<file path="src/rtl/sdram_sched_if.sv">
// Command word types and the bundled FIFO / requester port of the SDRAM command scheduler.
package sdram_sched_pkg;
    typedef enum logic [2:0] {
        CMD_NOP   = 3'd0,
        CMD_MRS   = 3'd1,
        CMD_REF   = 3'd2,
        CMD_PALL  = 3'd3,
        CMD_ACT   = 3'd4,
        CMD_PRE   = 3'd5,
        CMD_WRITE = 3'd6,
        CMD_READ  = 3'd7
    } cmd_t;

    typedef struct packed {
        logic [8:0]  column;
        logic [15:0] data;
    } cmd_data_t;

    typedef struct packed {
        cmd_t       cmd;
        logic [1:0] ba;
        cmd_data_t  d;
    } data_t;
endpackage

interface sdram_sched_if;
    import sdram_sched_pkg::*;

    logic        full;
    logic        fifo_wrreq;
    data_t       fifo_in;
    logic        wr_req;
    logic [23:0] wr_addr;
    logic [15:0] wr_data;
    logic        wr_ack;
    logic        rd_req;
    logic [23:0] rd_addr;
    logic [1:0]  rd_id;
    logic        rd_ack;

    modport master (
        input  full,
        output fifo_wrreq, fifo_in,
        input  wr_req, wr_addr, wr_data,
        output wr_ack,
        input  rd_req, rd_addr, rd_id,
        output rd_ack
    );

    modport slave (
        output full,
        input  fifo_wrreq, fifo_in,
        output wr_req, wr_addr, wr_data,
        input  wr_ack,
        output rd_req, rd_addr, rd_id,
        input  rd_ack
    );
endinterface

</file>
<file path="src/rtl/sdram_sched.sv">
// SDRAM command scheduler: power-up sequence, refresh insertion and close-page
// arbitration between one writer and one burst reader, feeding the command FIFO.
module sdram_sched
    import sdram_sched_pkg::*;
#(
    parameter int INIT_REFS  = 8,
    parameter int MAX_WBATCH = 8
) (
    input  logic            clkSDRAM,
    input  logic            n_reset,
    input  logic            icnt_ovf,
    output logic            init_done,
    sdram_sched_if.master   bus
);

    localparam int BW = $clog2(MAX_WBATCH + 1);

    typedef enum logic [3:0] {
        S_INIT_WAIT,
        S_INIT_PALL,
        S_INIT_REF,
        S_INIT_MRS,
        S_IDLE,
        S_REF,
        S_ACT,
        S_WR,
        S_RD,
        S_PRE
    } state_t;

    state_t        state, state_nxt;
    logic [3:0]    ref_cnt;
    logic [BW-1:0] batch;
    logic          ref_pend;
    logic          last_grant_rd;
    logic [1:0]    lat_ba;
    logic [12:0]   lat_row;

    logic          pending;
    logic          push;
    data_t         cmd_word;
    logic          wr_row_hit;
    logic          wr_ok;
    logic          grant;
    logic          grant_rd;
    logic [23:0]   grant_addr;

    assign wr_row_hit = (bus.wr_addr[23:9] == {lat_ba, lat_row});
    assign wr_ok      = bus.wr_req && wr_row_hit && (batch < BW'(MAX_WBATCH)) && !ref_pend;

    // Refresh always wins in IDLE; contention alternates, otherwise the lone requester wins.
    assign grant      = (state == S_IDLE) && !ref_pend && (bus.wr_req || bus.rd_req);
    assign grant_rd   = (bus.wr_req && bus.rd_req) ? !last_grant_rd : bus.rd_req;
    assign grant_addr = grant_rd ? bus.rd_addr : bus.wr_addr;

    assign push           = pending && !bus.full;
    assign bus.fifo_wrreq = push;
    assign bus.fifo_in    = cmd_word;
    assign bus.wr_ack     = push && (state == S_WR);
    assign bus.rd_ack     = push && (state == S_RD);

    always_comb begin
        state_nxt = state;
        pending   = 1'b0;
        cmd_word  = '0;
        case (state)
            S_INIT_WAIT: begin
                if (icnt_ovf) state_nxt = S_INIT_PALL;
            end
            S_INIT_PALL: begin
                pending      = 1'b1;
                cmd_word.cmd = CMD_PALL;
                if (!bus.full) state_nxt = S_INIT_REF;
            end
            S_INIT_REF: begin
                pending      = 1'b1;
                cmd_word.cmd = CMD_REF;
                if (!bus.full && ref_cnt == 4'(INIT_REFS - 1)) state_nxt = S_INIT_MRS;
            end
            S_INIT_MRS: begin
                pending      = 1'b1;
                cmd_word.cmd = CMD_MRS;
                if (!bus.full) state_nxt = S_IDLE;
            end
            S_IDLE: begin
                if (ref_pend)   state_nxt = S_REF;
                else if (grant) state_nxt = S_ACT;
            end
            S_REF: begin
                pending      = 1'b1;
                cmd_word.cmd = CMD_REF;
                if (!bus.full) state_nxt = S_IDLE;
            end
            S_ACT: begin
                pending           = 1'b1;
                cmd_word.cmd      = CMD_ACT;
                cmd_word.ba       = lat_ba;
                cmd_word.d.data   = {3'b000, lat_row};
                if (!bus.full) state_nxt = last_grant_rd ? S_RD : S_WR;
            end
            S_WR: begin
                // A failed qualification closes the row without consuming a FIFO slot.
                if (wr_ok) begin
                    pending           = 1'b1;
                    cmd_word.cmd      = CMD_WRITE;
                    cmd_word.ba       = lat_ba;
                    cmd_word.d.column = bus.wr_addr[8:0];
                    cmd_word.d.data   = bus.wr_data;
                end else begin
                    state_nxt = S_PRE;
                end
            end
            S_RD: begin
                pending           = 1'b1;
                cmd_word.cmd      = CMD_READ;
                cmd_word.ba       = lat_ba;
                cmd_word.d.column = bus.rd_addr[8:0];
                cmd_word.d.data   = {14'd0, bus.rd_id};
                if (!bus.full) state_nxt = S_PRE;
            end
            S_PRE: begin
                pending      = 1'b1;
                cmd_word.cmd = CMD_PRE;
                cmd_word.ba  = lat_ba;
                if (!bus.full) state_nxt = S_IDLE;
            end
            default: state_nxt = S_INIT_WAIT;
        endcase
    end

    always_ff @(posedge clkSDRAM or negedge n_reset) begin
        if (!n_reset) begin
            state         <= S_INIT_WAIT;
            ref_cnt       <= '0;
            batch         <= '0;
            ref_pend      <= 1'b0;
            last_grant_rd <= 1'b1;
            init_done     <= 1'b0;
        end else begin
            state <= state_nxt;

            if (state == S_INIT_PALL)
                ref_cnt <= '0;
            else if (state == S_INIT_REF && push)
                ref_cnt <= ref_cnt + 4'd1;

            if (state == S_ACT)
                batch <= '0;
            else if (state == S_WR && push)
                batch <= batch + BW'(1);

            // A tick landing on the REF push re-arms the request; otherwise ticks saturate.
            if (state == S_REF && push)
                ref_pend <= icnt_ovf;
            else if (icnt_ovf && init_done)
                ref_pend <= 1'b1;

            if (state == S_INIT_MRS && push)
                init_done <= 1'b1;

            if (grant)
                last_grant_rd <= grant_rd;
        end
    end

    always_ff @(posedge clkSDRAM) begin
        if (grant) begin
            lat_ba  <= grant_addr[23:22];
            lat_row <= grant_addr[21:9];
        end
    end

endmodule
</file>
<file path="src/flat_wrapper.sv">
// flat-port wrapper written by rule: the top's interface ports become plain ports
module sdram_sched_flat import sdram_sched_pkg::*;
#(
    parameter int INIT_REFS  = 8,
    parameter int MAX_WBATCH = 8
)
  (clkSDRAM, n_reset, icnt_ovf, init_done, bus_full, bus_fifo_wrreq, bus_fifo_in, bus_wr_req, bus_wr_addr, bus_wr_data, bus_wr_ack, bus_rd_req, bus_rd_addr, bus_rd_id, bus_rd_ack);
  sdram_sched_if bus_i ();
  input  logic clkSDRAM;
  input  logic n_reset;
  input  logic icnt_ovf;
  output logic init_done;
  input wire logic [$bits(bus_i.full)-1:0] bus_full;
  output wire logic [$bits(bus_i.fifo_wrreq)-1:0] bus_fifo_wrreq;
  output wire logic [$bits(bus_i.fifo_in)-1:0] bus_fifo_in;
  input wire logic [$bits(bus_i.wr_req)-1:0] bus_wr_req;
  input wire logic [$bits(bus_i.wr_addr)-1:0] bus_wr_addr;
  input wire logic [$bits(bus_i.wr_data)-1:0] bus_wr_data;
  output wire logic [$bits(bus_i.wr_ack)-1:0] bus_wr_ack;
  input wire logic [$bits(bus_i.rd_req)-1:0] bus_rd_req;
  input wire logic [$bits(bus_i.rd_addr)-1:0] bus_rd_addr;
  input wire logic [$bits(bus_i.rd_id)-1:0] bus_rd_id;
  output wire logic [$bits(bus_i.rd_ack)-1:0] bus_rd_ack;
  assign bus_i.full = bus_full;
  assign bus_fifo_wrreq = bus_i.fifo_wrreq;
  assign bus_fifo_in = bus_i.fifo_in;
  assign bus_i.wr_req = bus_wr_req;
  assign bus_i.wr_addr = bus_wr_addr;
  assign bus_i.wr_data = bus_wr_data;
  assign bus_wr_ack = bus_i.wr_ack;
  assign bus_i.rd_req = bus_rd_req;
  assign bus_i.rd_addr = bus_rd_addr;
  assign bus_i.rd_id = bus_rd_id;
  assign bus_rd_ack = bus_i.rd_ack;
  sdram_sched #(.INIT_REFS(INIT_REFS), .MAX_WBATCH(MAX_WBATCH)) u_core (.clkSDRAM(clkSDRAM), .n_reset(n_reset), .icnt_ovf(icnt_ovf), .init_done(init_done), .bus(bus_i));
endmodule
</file>
<file path="config.mk">
export PLATFORM = sky130hd
export DESIGN_NAME = sdram_sched_flat
export DESIGN_NICKNAME = d
export VERILOG_FILES = /design/src/rtl/sdram_sched_if.sv /design/src/rtl/sdram_sched.sv /design/src/flat_wrapper.sv
export SDC_FILE = /design/constraint.sdc
export NUM_CORES = 1
export LEC_CHECK = 0
export CORE_ASPECT_RATIO = 2
export CORE_MARGIN = 2
export CORE_UTILIZATION = 40
export CTS_CLUSTER_DIAMETER = 30
export DETAILED_ROUTE_END_ITERATION = 8
export HOLD_SLACK_MARGIN = 0.15
export PLACE_DENSITY_LB_ADDON = 0.08
export SLEW_MARGIN = 20
export SYNTH_ARGS = -nofsm -noshare
export SYNTH_HDL_FRONTEND = slang
export SYNTH_SLANG_ARGS = --single-unit
</file>
<file path="constraint.sdc">
create_clock -name clkSDRAM -period 3.5 [get_ports clkSDRAM]
set_clock_uncertainty 0.15 [all_clocks]
set_input_delay 0.7 -clock clkSDRAM [delete_from_list [all_inputs] [get_ports clkSDRAM]]
set_output_delay 0.7 -clock clkSDRAM [all_outputs]
set_load 0.05 [all_outputs]
</file>
* Word level (Yosys, flattened, before mapping)
Index checks and enable logic that the tools add are counted.
W data, S select, Z words.
** Word-level totals
- Flip-flop bits (word level) :: 30
- Bits of input ports :: 72
- Output and inout port bits :: 34
- Logic and storage cells :: 83
** Operators by class
- Equal/unequal tests :: 19
- $add $sub $neg :: 2
- Reduce and logical (&&, ||, !) cells :: 27
- Multiplexer cells :: 26
- Order comparisons :: 1
** Operators with widths (number)
- $mux W4 :: 14
- $pmux W16 S3 :: 1
- $pmux W4 S8 :: 1
- $mux W30 :: 1
- $mux W24 :: 1
- $pmux W3 S7 :: 1
- $eq A4 B3 Y1 const B :: 5
- $pmux W9 S2 :: 1
- $eq A15 B15 Y1 :: 1
- $logic_and A1 B1 Y1 :: 14
- $ne A2 B2 Y1 const B :: 6
- $add A4 B1 Y4 const B :: 2
- $eq A4 B2 Y1 const B :: 2
- $eq A4 B4 Y1 const B :: 2
- $reduce_and A8 Y1 :: 1
- $reduce_or A7 Y1 :: 1
- $reduce_bool A2 Y1 :: 3
- $reduce_or A3 Y1 :: 2
- $eq A4 B1 Y1 const B :: 1
- $logic_not A4 Y1 :: 1
- $lt A4 B4 Y1 const B :: 1
- $mux W1 :: 4
- $pmux W2 S2 :: 1
- $logic_not A1 Y1 :: 3
- 5 further kinds :: 5

* Longest topological paths before layout
Gate-level depths: netlist of the first run.
- Depth in word-level cells :: 10
- Gate-level depth with buffers :: 8
- Depth with buffers taken out :: 6

* Worst setup path after synthesis of the first run
No wires, ideal clock.
- Path type :: input to output
- Start point :: input bus_wr_addr[11]
- End point :: output bus_fifo_in[25]
- Path buffers :: 0
- Stages :: 6
- Path slack :: 8 ps
- Data arrival time :: 2642 ps
- Cells stage by stage :: xor2_1 nor4_1 nand3_1 nor4_4 or3_1 and2_1
** On the way
- Longest elaborated chain between the ends :: 6
** Ends and longest elaborated chain
- start, declared :: line flat_wrapper.sv:17 : input wire logic [$bits(bus_i.wr_addr)-1:0] bus_wr_addr;
- $eq A15 B15 Y1 :: line sdram_sched.sv:48 : assign wr_row_hit = (bus.wr_addr[23:9] == {lat_ba, lat_row});
- $logic_and A1 B1 Y1 (3 in a row) :: line sdram_sched.sv:49 : assign wr_ok = bus.wr_req && wr_row_hit && (batch < BW'(MAX_WBATCH)) && !ref_pend;
- $mux W30 :: line sdram_sched.sv:103 : if (wr_ok) begin
- $pmux W2 S2 :: line sdram_sched.sv:66 : case (state)
- end, declared :: line flat_wrapper.sv:15 : output wire logic [$bits(bus_i.fifo_in)-1:0] bus_fifo_in;
No other way between the ends.

* Final worst setup path of the first run
- Start point :: input bus_wr_addr[12]
- End point :: output bus_fifo_in[13]
** On the way
- Longest elaborated chain between the ends :: 6
** Ends and longest elaborated chain (line)
- $eq A15 B15 Y1 :: sdram_sched.sv:48
- $logic_and A1 B1 Y1 (3 in a row) :: sdram_sched.sv:49
- $mux W30 :: sdram_sched.sv:103
- $pmux W16 S3 :: sdram_sched.sv:66
No other way between the ends.

==> flow_metrics.tcl, run 1 <==
set metrics [dict create \
    run_status "complete, no violations" \
    detail_route.first_pass.iterations 4 \
    net_count_synth 306 \
    source_to_sink_clock_delay_at_the_later_pin_of_the_worst_skew_pair_ns 0.29 \
    initial_utilization_pct 41.34 \
    timing.critical_path.arrival_ns 2.55 \
    flow.area_growth_from_synthesis_pct 79.55 \
    yosys.area_share.xor_xnor_pct 5.915 \
    post_synth_fa_ha_maj_area_fraction_pct 1.127 \
    crit_required_ns 2.65 \
    hpwl_um 5839 \
    ys_warn_count 0 \
    design.core.area_um2 5373 \
    total_leakage_power_uw 0.001622 \
    grt_first_pass_wirelength_um 11300 \
    cpMaxStageDelayCell "sky130_fd_sc_hd__nor4b_4" \
    synth.ff_latch_count 30 \
    synthDominantCellAreaShare_pct 20.28 \
    critPathCaptureType "output port" \
    path_max_fanout 4 \
    clock.fmax_mhz 294.3 \
    detail_route.vias_per_cell 5.729 \
    avgRoutedWirePerCell_um 18.96 \
    final_antenna_net_count 0 \
    slew_headroom_pct 51.06 \
    timing.critical_path.buf_inv 4 \
    drive_above_1_share_pct 29.71 \
    post_synth.cell_area_avg_um2 9.573 \
    worstSetupStartpointType "input port" \
    yosys_most_used_dff "sky130_fd_sc_hd__edfxtp_1" \
    period_share_pct 97.09 \
    i_o_pin_cnt 106 \
    final-instance-count-excl-fill 410 \
    synthesis.instances 232 \
    grt_antenna_before_repair 0 \
    number_of_sinks_on_the_clock_net 30 \
    cp_common_cell "sky130_fd_sc_hd__buf_4" \
    worstMarginPinSlew_ns 0.7318 \
    die_height_um 109.4 \
    nNetsFinal 423 \
    library_cell_with_the_highest_instance_count_after_synthesis "sky130_fd_sc_hd__a22o_1" \
    htreeDepth 2 \
    yosysSeqAreaShare_pct 37.24 \
    post-synth-top-area-cell "sky130_fd_sc_hd__edfxtp_1" \
    synth_simple_gate_area_share_pct 19.66 \
    cp-startpoint "bus_wr_addr[12]" \
    buffers_on_ports 105 \
    synth_area_um2 2221 \
    drt_iter0_markers 105 \
    track_usage_pct 23.74 \
    final-setup-viol-count 0 \
    timing_hold_violations_final 0 \
    timing.critical_path.cells "dlymetal6s2s_1, xor2_2, buf_4, nor4_2, nand3_1, nor4b_4, buf_4, and2_4, buf_12" \
    synth.area.top_cells "sky130_fd_sc_hd__edfxtp_1 20%, sky130_fd_sc_hd__dfrtp_1 16%, sky130_fd_sc_hd__a22o_1 8.3%" \
    worst_hold_check_path_type "flip-flop to flip-flop" \
    globalRoute.totalOverflow 0 \
    synth_async_sr_flop_share_pct 50.00 \
    via_count 2349 \
    drv.max_cap_violation_count 0 \
    detail_route.wirelength_um 7772 \
    die_w_um 56.69 \
    vdd_ir_drop_max_mv 0.6423 \
    timing_max_transition_violations_final 0 \
    r2r_setup_slack_ns 0.86 \
    clock_tree_from_tritoncts "built" \
    number_of_hold_repair_buffers_added_at_the_cts_stage 0 \
    gp_routability_congestion 0.8866 \
    dp_cells 400 \
    fp-row-count 38 \
    die_area_um2 6200 \
    total_cts_buffers 5 \
    drt_drc_violations_left 0 \
    min_period_ns 3.398 \
    first_global_vias 2455 \
    setup.worst_path.class "input port to output port" \
    worst_path_largest_cell_delay_ns 0.40 \
    post_dp_cell_area_um2 3717 \
    main_combinational_cell_family_by_area_after_synthesis "compound AO/OA/AOI/OAI gates" \
    powerDensity_nw_per_um2 566.7 \
    synth_edf_count 15 \
    cts-root-buf "sky130_fd_sc_hd__clkbuf_8" \
    synth_cell_types 57 \
    largest_net_degree_at_the_start_of_global_routing 27 \
    path_delay_family "simple AND/OR/NAND/NOR gates" \
    antenna_cells_inserted 0 \
    fin_area_um2 3988 \
    synth_compound_area_share_pct 23.32 \
    critical_path.reg2reg.startpoint "u_core.state[3]" \
    multiplexer_fraction_of_the_synthesized_cell_area_pct 8.282 \
    clk_path_buf_depth 2 \
    synth.top_cells.by_count "21 x sky130_fd_sc_hd__a22o_1, 18 x sky130_fd_sc_hd__nand2_1, 15 x sky130_fd_sc_hd__edfxtp_1, 15 x sky130_fd_sc_hd__mux2_2, 14 x sky130_fd_sc_hd__dfrtp_1" \
    worst_hold_startpoint "u_core.init_done" \
    clkTransAtPathRegs_ns 0.07 \
]
what timing repair did:
| item | in CTS | in global routing |
|---|---|---|
| setup buffers | 0 | 1 |
| gates resized for setup | 2 | 35 |
| setup endpoints to repair | 12 | 30 |
| cloned | 0 | 1 |
| pin swaps | 0 | 13 |
area by class of cell:
class / instances / area, um2
clock buffer: 7 / 86.33
clock inverter: 1 / 5.005
fill: 393 / 1385
inverter: 5 / 18.77
multi-input combinational: 181 / 1423
sequential: 30 / 827.0
tap: 60 / 75.07
timing repair buffer: 126 / 1553
layout by cell type (no fill, tap or decap), types with 3 or more instances in the layout:
| cell | instances |
|---|---|
| sky130_fd_sc_hd__xor2_2 | 9 |
| sky130_fd_sc_hd__a22oi_1 | 3 |
| sky130_fd_sc_hd__mux2_2 | 15 |
| sky130_fd_sc_hd__and2_4 | 5 |
| sky130_fd_sc_hd__nand2b_1 | 4 |
| sky130_fd_sc_hd__buf_6 | 3 |
| sky130_fd_sc_hd__nand3_1 | 5 |
| sky130_fd_sc_hd__a21oi_1 | 12 |
| sky130_fd_sc_hd__dfrtp_1 | 14 |
| sky130_fd_sc_hd__nand2_1 | 18 |
| sky130_fd_sc_hd__buf_12 | 31 |
| sky130_fd_sc_hd__a31oi_1 | 3 |
| sky130_fd_sc_hd__clkbuf_8 | 6 |
| sky130_fd_sc_hd__inv_1 | 5 |
| sky130_fd_sc_hd__dlymetal6s2s_1 | 10 |
| sky130_fd_sc_hd__xnor2_1 | 5 |
| sky130_fd_sc_hd__nor2_1 | 11 |
| sky130_fd_sc_hd__o21ai_0 | 11 |
| sky130_fd_sc_hd__a22o_1 | 19 |
| sky130_fd_sc_hd__clkdlybuf4s50_1 | 63 |
| sky130_fd_sc_hd__nor3_1 | 7 |
| sky130_fd_sc_hd__buf_4 | 19 |
| sky130_fd_sc_hd__edfxtp_1 | 15 |
| sky130_fd_sc_hd__nor4_2 | 3 |
cells by family after synthesis:
| kind of cell | after synthesis |
|---|---|
| mux | 16 |
| fa+ha+maj | 2 |
| simple gates | 76 |
| compound gates | 72 |
| flops | 30 |
| buf+inv | 21 |
| xor+xnor | 15 |
state kept, by name, indices dropped and copies added, names as in the netlist:
signal and cells:
u_core.batch 4, u_core.ref_cnt 4, u_core.lat_ba 2, u_core.last_grant_rd 1
u_core.lat_row 13, u_core.ref_pend 1, u_core.state 4, u_core.init_done 1
final timing paths:
path / to / cells after the start
worst max-delay path: bus_fifo_in[13] / 9
max in group asynchronous: u_core.ref_cnt[1] / 1
worst min-delay path: u_core.init_done / 1
min in group asynchronous: u_core.state[0] / 1
worst max register to register: u_core.state[3] / 7
worst min register to register: u_core.init_done / 1
where the power goes:
group          switching (uW)  total (uW)  internal [uW]  leakage, uW
logic                     782        1420            643      0.00125
clock network             139         297            159    0.0000482
registers                72.0         538            466     0.000323
stage by stage:
stage          worst slack, ns    TNS, ns  total power, uW  utilization (%)  hold WS (ns)
2_1_floorplan         0.008410          0             1371                -        0.2544
3_3_place_gp           0.01706          0             1909            69.19        0.3343
3_5_place_dp          -0.01888   -0.04294             1926            69.19        0.3456
4_1_cts             -0.0007221  -0.001257             2233            71.05        0.3648
5_1_grt               -0.01998   -0.06334             2370            74.22        0.3947
6_report                0.1019          0             2260            74.22        0.3630
layer usage:
metal	vias to the layer above	track usage, %	share of wire [%]
met5	-	0	0
met4	0	12.59	4.2
met3	34	6.118	5.6
met2	92	46.35	58
met1	1111	21.51	32
li1	1112	-	-
No activity file was read; power rests on OpenSTA's default activity.
==> run 2: changes to the inputs <==
REMOVE_ABC_BUFFERS = 1   (was default)
==> flow_metrics.tcl, run 2 (same netlist as run 1, synthesis figures left out) <==
set metrics [dict create \
    switchingPower_uw 1001 \
    switching_share_pct 43.92 \
    drt_drc_violations_left 0 \
    total_leakage_power_uw 0.001631 \
    wl_met3_um 364 \
    slew_headroom_pct 52.43 \
    fp-row-count 38 \
    die_height_um 109.4 \
    worstMarginPinSlew_ns 0.7113 \
    worst_path_largest_cell_delay_ns 0.40 \
    avgRoutedWirePerCell_um 18.77 \
    design.core.area_um2 5373 \
    detail_route.wirelength_um 7715 \
    gp_routability_congestion 0.8712 \
    timing.critical_path.cells "dlygate4sd2_1, xor2_2, nor4_2, nand3_2, nor4_4, buf_6, buf_12, a22o_1, buf_12" \
    crit_required_ns 2.65 \
    timing_max_transition_violations_final 0 \
    final-instance-count-excl-fill 411 \
    i_o_pin_cnt 106 \
    clk_path_buf_depth 2 \
    post-place-ws_ns -0.1761 \
    track_usage_pct 24.24 \
    grt_first_pass_wirelength_um 11650 \
    vdd_ir_drop_max_mv 0.6835 \
    fin_hold_ws_ns 0.3633 \
    drt_iter0_markers 122 \
    flow.area_growth_from_synthesis_pct 81.41 \
    cp_common_cell "sky130_fd_sc_hd__buf_12" \
    fin_util_pct 74.99 \
    mostFrequentLayoutCell "sky130_fd_sc_hd__clkdlybuf4s50_1" \
    worst_hold_check_path_type "flip-flop to flip-flop" \
    powerDensity_nw_per_um2 565.7 \
    grt_antenna_before_repair 0 \
    path_max_fanout 13 \
    cpMaxStageDelayCell "sky130_fd_sc_hd__nor4_2" \
    timing.critical_path.arrival_ns 2.66 \
    wl_met2_um 4547 \
    initial_utilization_pct 41.34 \
    die_area_um2 6200 \
    drv.max_cap_violation_count 0 \
    hpwl_um 5900 \
    via_count 2375 \
    drive_above_1_share_pct 30.48 \
    detail_route.first_pass.iterations 4 \
    source_to_sink_clock_delay_at_the_later_pin_of_the_worst_skew_pair_ns 0.29 \
    critPathCaptureType "output port" \
    layout.cells.most_common_list "63 x sky130_fd_sc_hd__clkdlybuf4s50_1, 32 x sky130_fd_sc_hd__buf_12, 19 x sky130_fd_sc_hd__buf_4, 18 x sky130_fd_sc_hd__nand2_1" \
    failing_checks "negative setup slack" \
    route.top_layer_used "met4" \
    nNetsFinal 424 \
    first_global_vias 2483 \
    largest_reg_flops 13 \
    htreeDepth 2 \
    share_comb_of_total_power_pct 62.2 \
    final-setup-viol-count 1 \
    min_period_ns 3.511 \
    clkTransAtPathRegs_ns 0.06 \
    setup.worst_path.class "input port to output port" \
    number_of_sinks_on_the_clock_net 30 \
    run_status "finished with violations" \
    dp_cells 400 \
    timing_hold_violations_final 0 \
    clock_tree_from_tritoncts "built" \
    total_cts_buffers 5 \
    detail_route.vias_per_cell 5.779 \
    power.total_uw 2279 \
    largest_net_degree_at_the_start_of_global_routing 19 \
    worstSetupStartpointType "input port" \
    antenna_cells_inserted 0 \
    period_share_pct 100.3 \
    clock.fmax_mhz 284.8 \
    globalRoute.totalOverflow 0 \
    power.internal_uw 1278 \
    power.share.clock_pct 13.0 \
    timing.final.ws_setup_ns -0.01075 \
    die_w_um 56.69 \
    cts-root-buf "sky130_fd_sc_hd__clkbuf_8" \
    number_of_hold_repair_buffers_added_at_the_cts_stage 0 \
    buffers_on_ports 105 \
    register_name_with_the_most_flops "u_core.lat_row" \
    power.sequential.fraction_pct 24.8 \
    drt-met1-wl_um 2582 \
    final_antenna_net_count 0 \
]
## run 2: per-stage QoR
step / setup TNS [ns] / instance area, um2
2_1_floorplan: -1.139 / 2141
3_3_place_gp: -1.068 / 3717
3_5_place_dp: -2.334 / 3717
4_1_cts: 0 / 3867
5_1_grt: -0.7335 / 4029
6_report: -0.01075 / 4029
## run 2: timing repair
| action | CTS | global route |
|---|---|---|
| endpoints found under the setup margin | 28 | 30 |
| buffers inserted | 1 | 1 |
| gates cloned | 0 | 1 |
| resized for setup | 15 | 29 |
| pin swaps | 5 | 17 |
## run 2: power groups by stage
stage	Sequential, uW	Combinational (uW)	Clock [uW]
after floorplan	603	726	0
after CTS	560	1390	302
final	565	1420	297
after detailed placement	566	1380	0
after global placement	563	1370	0
after global routing	576	1520	314
## run 2: routing by layer
| metal | vias up | track usage (%) |
|---|---|---|
| met5 | - | 0 |
| met4 | 0 | 10.54 |
| met3 | 19 | 5.294 |
| met2 | 94 | 46.43 |
| met1 | 1142 | 24.36 |
| li1 | 1120 | - |
## run 2: worst paths after layout
| path | slack [ns] | from | to | cells past startpoint |
|---|---|---|---|---|
| max reg2reg | 0.89 | u_core.state[3] | u_core.state[3] | 8 |
| max | -0.01 | bus_wr_addr[19] | bus_fifo_in[10] | 9 |
| min reg2reg | 0.36 | u_core.init_done | u_core.init_done | 1 |
| min in group asynchronous | 0.68 | n_reset | u_core.ref_cnt[3] | 1 |
| min | 0.36 | u_core.init_done | u_core.init_done | 1 |
| max in group asynchronous | 2.06 | n_reset | u_core.ref_pend | 1 |
## run 2: critical path: cells and delay by family
| kind | cells | cell delay, ns |
|---|---|---|
| simple gates | 3 | 0.86 |
| buf+inv | 4 | 0.72 |
| xor+xnor | 1 | 0.17 |
| compound gates | 1 | 0.20 |
## run 2: layout make-up
class                      instances  area [um2]
tap                               60       75.07
multi-input combinational        181        1454
inverter                           5       18.77
clock buffer                       7       86.33
fill                             375        1344
clock inverter                     1       5.005
timing repair buffer             127        1563
sequential                        30       827.0
==> run 3: changes to the inputs <==
GPL_TIMING_DRIVEN = 0   (was default)
PLACE_DENSITY = 0.82   (was default)
PLACE_DENSITY_LB_ADDON = default   (was 0.08)
==> flow_metrics.tcl, run 3 (same netlist as run 1, synthesis figures left out) <==
set metrics [dict create \
    total_cts_buffers 5 \
    avgRoutedWirePerCell_um 17.07 \
    die_area_um2 6200 \
    dp_cells 383 \
    final_antenna_net_count 0 \
    via_count 2306 \
    source_to_sink_clock_delay_at_the_later_pin_of_the_worst_skew_pair_ns 0.28 \
    drive_above_1_share_pct 25.07 \
    htreeDepth 2 \
    final-setup-viol-count 0 \
    timing.critical_path.buf_inv 4 \
    design.core.area_um2 5373 \
    crit_required_ns 2.65 \
    detail_route.wirelength_um 6809 \
    powerDensity_nw_per_um2 587.7 \
    layout.area.seq_um2 830.8 \
    largest_net_degree_at_the_start_of_global_routing 31 \
    detail_route.vias_per_cell 5.779 \
    drt_iter0_markers 117 \
    period_share_pct 96.05 \
    clock.fmax_mhz 297.5 \
    initial_utilization_pct 41.34 \
    layout.cells.most_common_list "63 x sky130_fd_sc_hd__clkdlybuf4s50_1, 21 x sky130_fd_sc_hd__a22o_1, 19 x sky130_fd_sc_hd__buf_2, 18 x sky130_fd_sc_hd__nand2_1" \
    run_status "complete, no violations" \
    multiInputGateArea_um2 1364 \
    clock_tree_from_tritoncts "built" \
    globalRoute.totalOverflow 0 \
    setup.worst_path.class "input port to output port" \
    clk_path_buf_depth 2 \
    worstSetupStartpointType "input port" \
    grt_first_pass_wirelength_um 10710 \
    fillerInstances 439 \
    cts-root-buf "sky130_fd_sc_hd__clkbuf_8" \
    min_period_ns 3.362 \
    cpMaxStageDelayCell "sky130_fd_sc_hd__nor4_1" \
    antenna_cells_inserted 0 \
    mostFrequentLayoutCell "sky130_fd_sc_hd__clkdlybuf4s50_1" \
    final-instance-count-excl-fill 399 \
    timing.critical_path.cells "dlygate4sd2_1, xor2_2, nor4_1, nand3_2, nor4_4, buf_4, bufbuf_16, a22o_1, buf_6" \
    slew_headroom_pct 51.62 \
    flow.area_growth_from_synthesis_pct 54.99 \
    path_delay_family "buffers and inverters" \
    i_o_pin_cnt 106 \
    number_of_hold_repair_buffers_added_at_the_cts_stage 0 \
    register_name_with_the_most_flops "u_core.lat_row" \
    die_w_um 56.69 \
    track_usage_pct 22.22 \
    largest_reg_flops 13 \
    rsz_0062_raised_after_global_routing "no" \
    number_of_sinks_on_the_clock_net 30 \
    fp-row-count 38 \
    first_global_vias 2295 \
    timing.critical_path.arrival_ns 2.51 \
    gp_routability_congestion 0.9120 \
    worstMarginPinSlew_ns 0.7234 \
    nNetsFinal 412 \
    hpwl_um 4981 \
    critPathCaptureType "output port" \
    timing_hold_violations_final 0 \
    detail_route.first_pass.iterations 5 \
    vdd_ir_drop_max_mv 0.7400 \
    grt_antenna_before_repair 0 \
    timing_max_transition_violations_final 0 \
    buffers_on_ports 105 \
    clkTransAtPathRegs_ns 0.07 \
    die_height_um 109.4 \
    worst_path_largest_cell_delay_ns 0.33 \
    drv.max_cap_violation_count 0 \
    path_max_fanout 8 \
    setup_tns_ns 0 \
    drt_drc_violations_left 0 \
    total_leakage_power_uw 0.001398 \
    worst_hold_check_path_type "flip-flop to flip-flop" \
]
==> run 3: cell count changes in the layout (fill, tap and decap cells not counted), moves of 4 or more <==
cell,previous run,this run
sky130_fd_sc_hd__buf_12,32,0
sky130_fd_sc_hd__buf_2,0,19
sky130_fd_sc_hd__buf_4,19,9
sky130_fd_sc_hd__buf_6,2,11
sky130_fd_sc_hd__a22o_1,13,21
sky130_fd_sc_hd__a22o_4,8,0
sky130_fd_sc_hd__dlygate4sd2_1,3,9
sky130_fd_sc_hd__and2_1,2,6
sky130_fd_sc_hd__and2_4,4,0
sky130_fd_sc_hd__dlymetal6s2s_1,6,2
==> run 3: per-layer routing <==
metal  routed length (um)  global-route usage [%]
met1                 2414                   24.16
met2                 3811                   39.70
met3                  335                   4.706
met4                  248                   11.56
met5                    0                       0
==> run 3: timing repair <==
action / 4_1_cts / 5_1_grt
resized for setup: 194 / 8
setup endpoints to repair: 31 / 31
cloned: 1 / 0
pin swaps: 9 / 6
hold endpoints to repair: 0 / 0
buffers inserted: 5 / 2
==> run 3: metrics by stage <==
step	cell area, um2	worst slack (ns)	util (%)	hold slack [ns]	total power, uW
after floorplan	2141	-0.4872	-	0.2544	1329
after global placement	3267	-1.465	60.81	0.3394	1675
after detailed placement	3299	-1.151	61.41	0.3459	1706
after CTS	3392	0.03523	63.13	0.3635	2003
after global routing	3442	0.02476	64.07	0.3885	2139
final	3442	0.1381	64.07	0.3617	2023
==> run 3: path summary, 6_finish.rpt <==
kind	startpoint	end	slack [ns]	cells after the start
setup / recovery	bus_wr_addr[11]	bus_fifo_in[18]	0.14	9
hold / removal	u_core.init_done	u_core.init_done	0.36	1
setup reg to reg	u_core.state[1]	u_core.state[0]	0.73	6
hold reg to reg	u_core.init_done	u_core.init_done	0.36	1
max in group asynchronous	n_reset	u_core.state[2]	2.00	1
min in group asynchronous	n_reset	u_core.batch[2]	0.69	1
==> run 3: area by class of cell <==
class	instances	share of cell area, %
Clock buffer	5	1.999
Clock inverter	3	0.4726
Inverter	5	0.5453
Multi-Input combinational cell	181	39.62
Sequential cell	30	24.14
Tap cell	60	2.181
Timing Repair Buffer	115	31.04
==> run 3: power breakdown <==
group	internal, uW	total, uW	switching, uW
clock	136	275	139
sequential	468	607	139
combinational	465	1140	676
total	1070	2020	954
==> run 3: worst reg2reg max path: stages, from the launching register on <==
cell	delay, ns
sky130_fd_sc_hd__dfrtp_1	0.70
sky130_fd_sc_hd__nand3b_1	0.37
sky130_fd_sc_hd__nor2_4	0.47
sky130_fd_sc_hd__nor3b_1	0.11
sky130_fd_sc_hd__o221ai_1	0.43
sky130_fd_sc_hd__nor2_2	0.12
sky130_fd_sc_hd__mux2_4	0.32
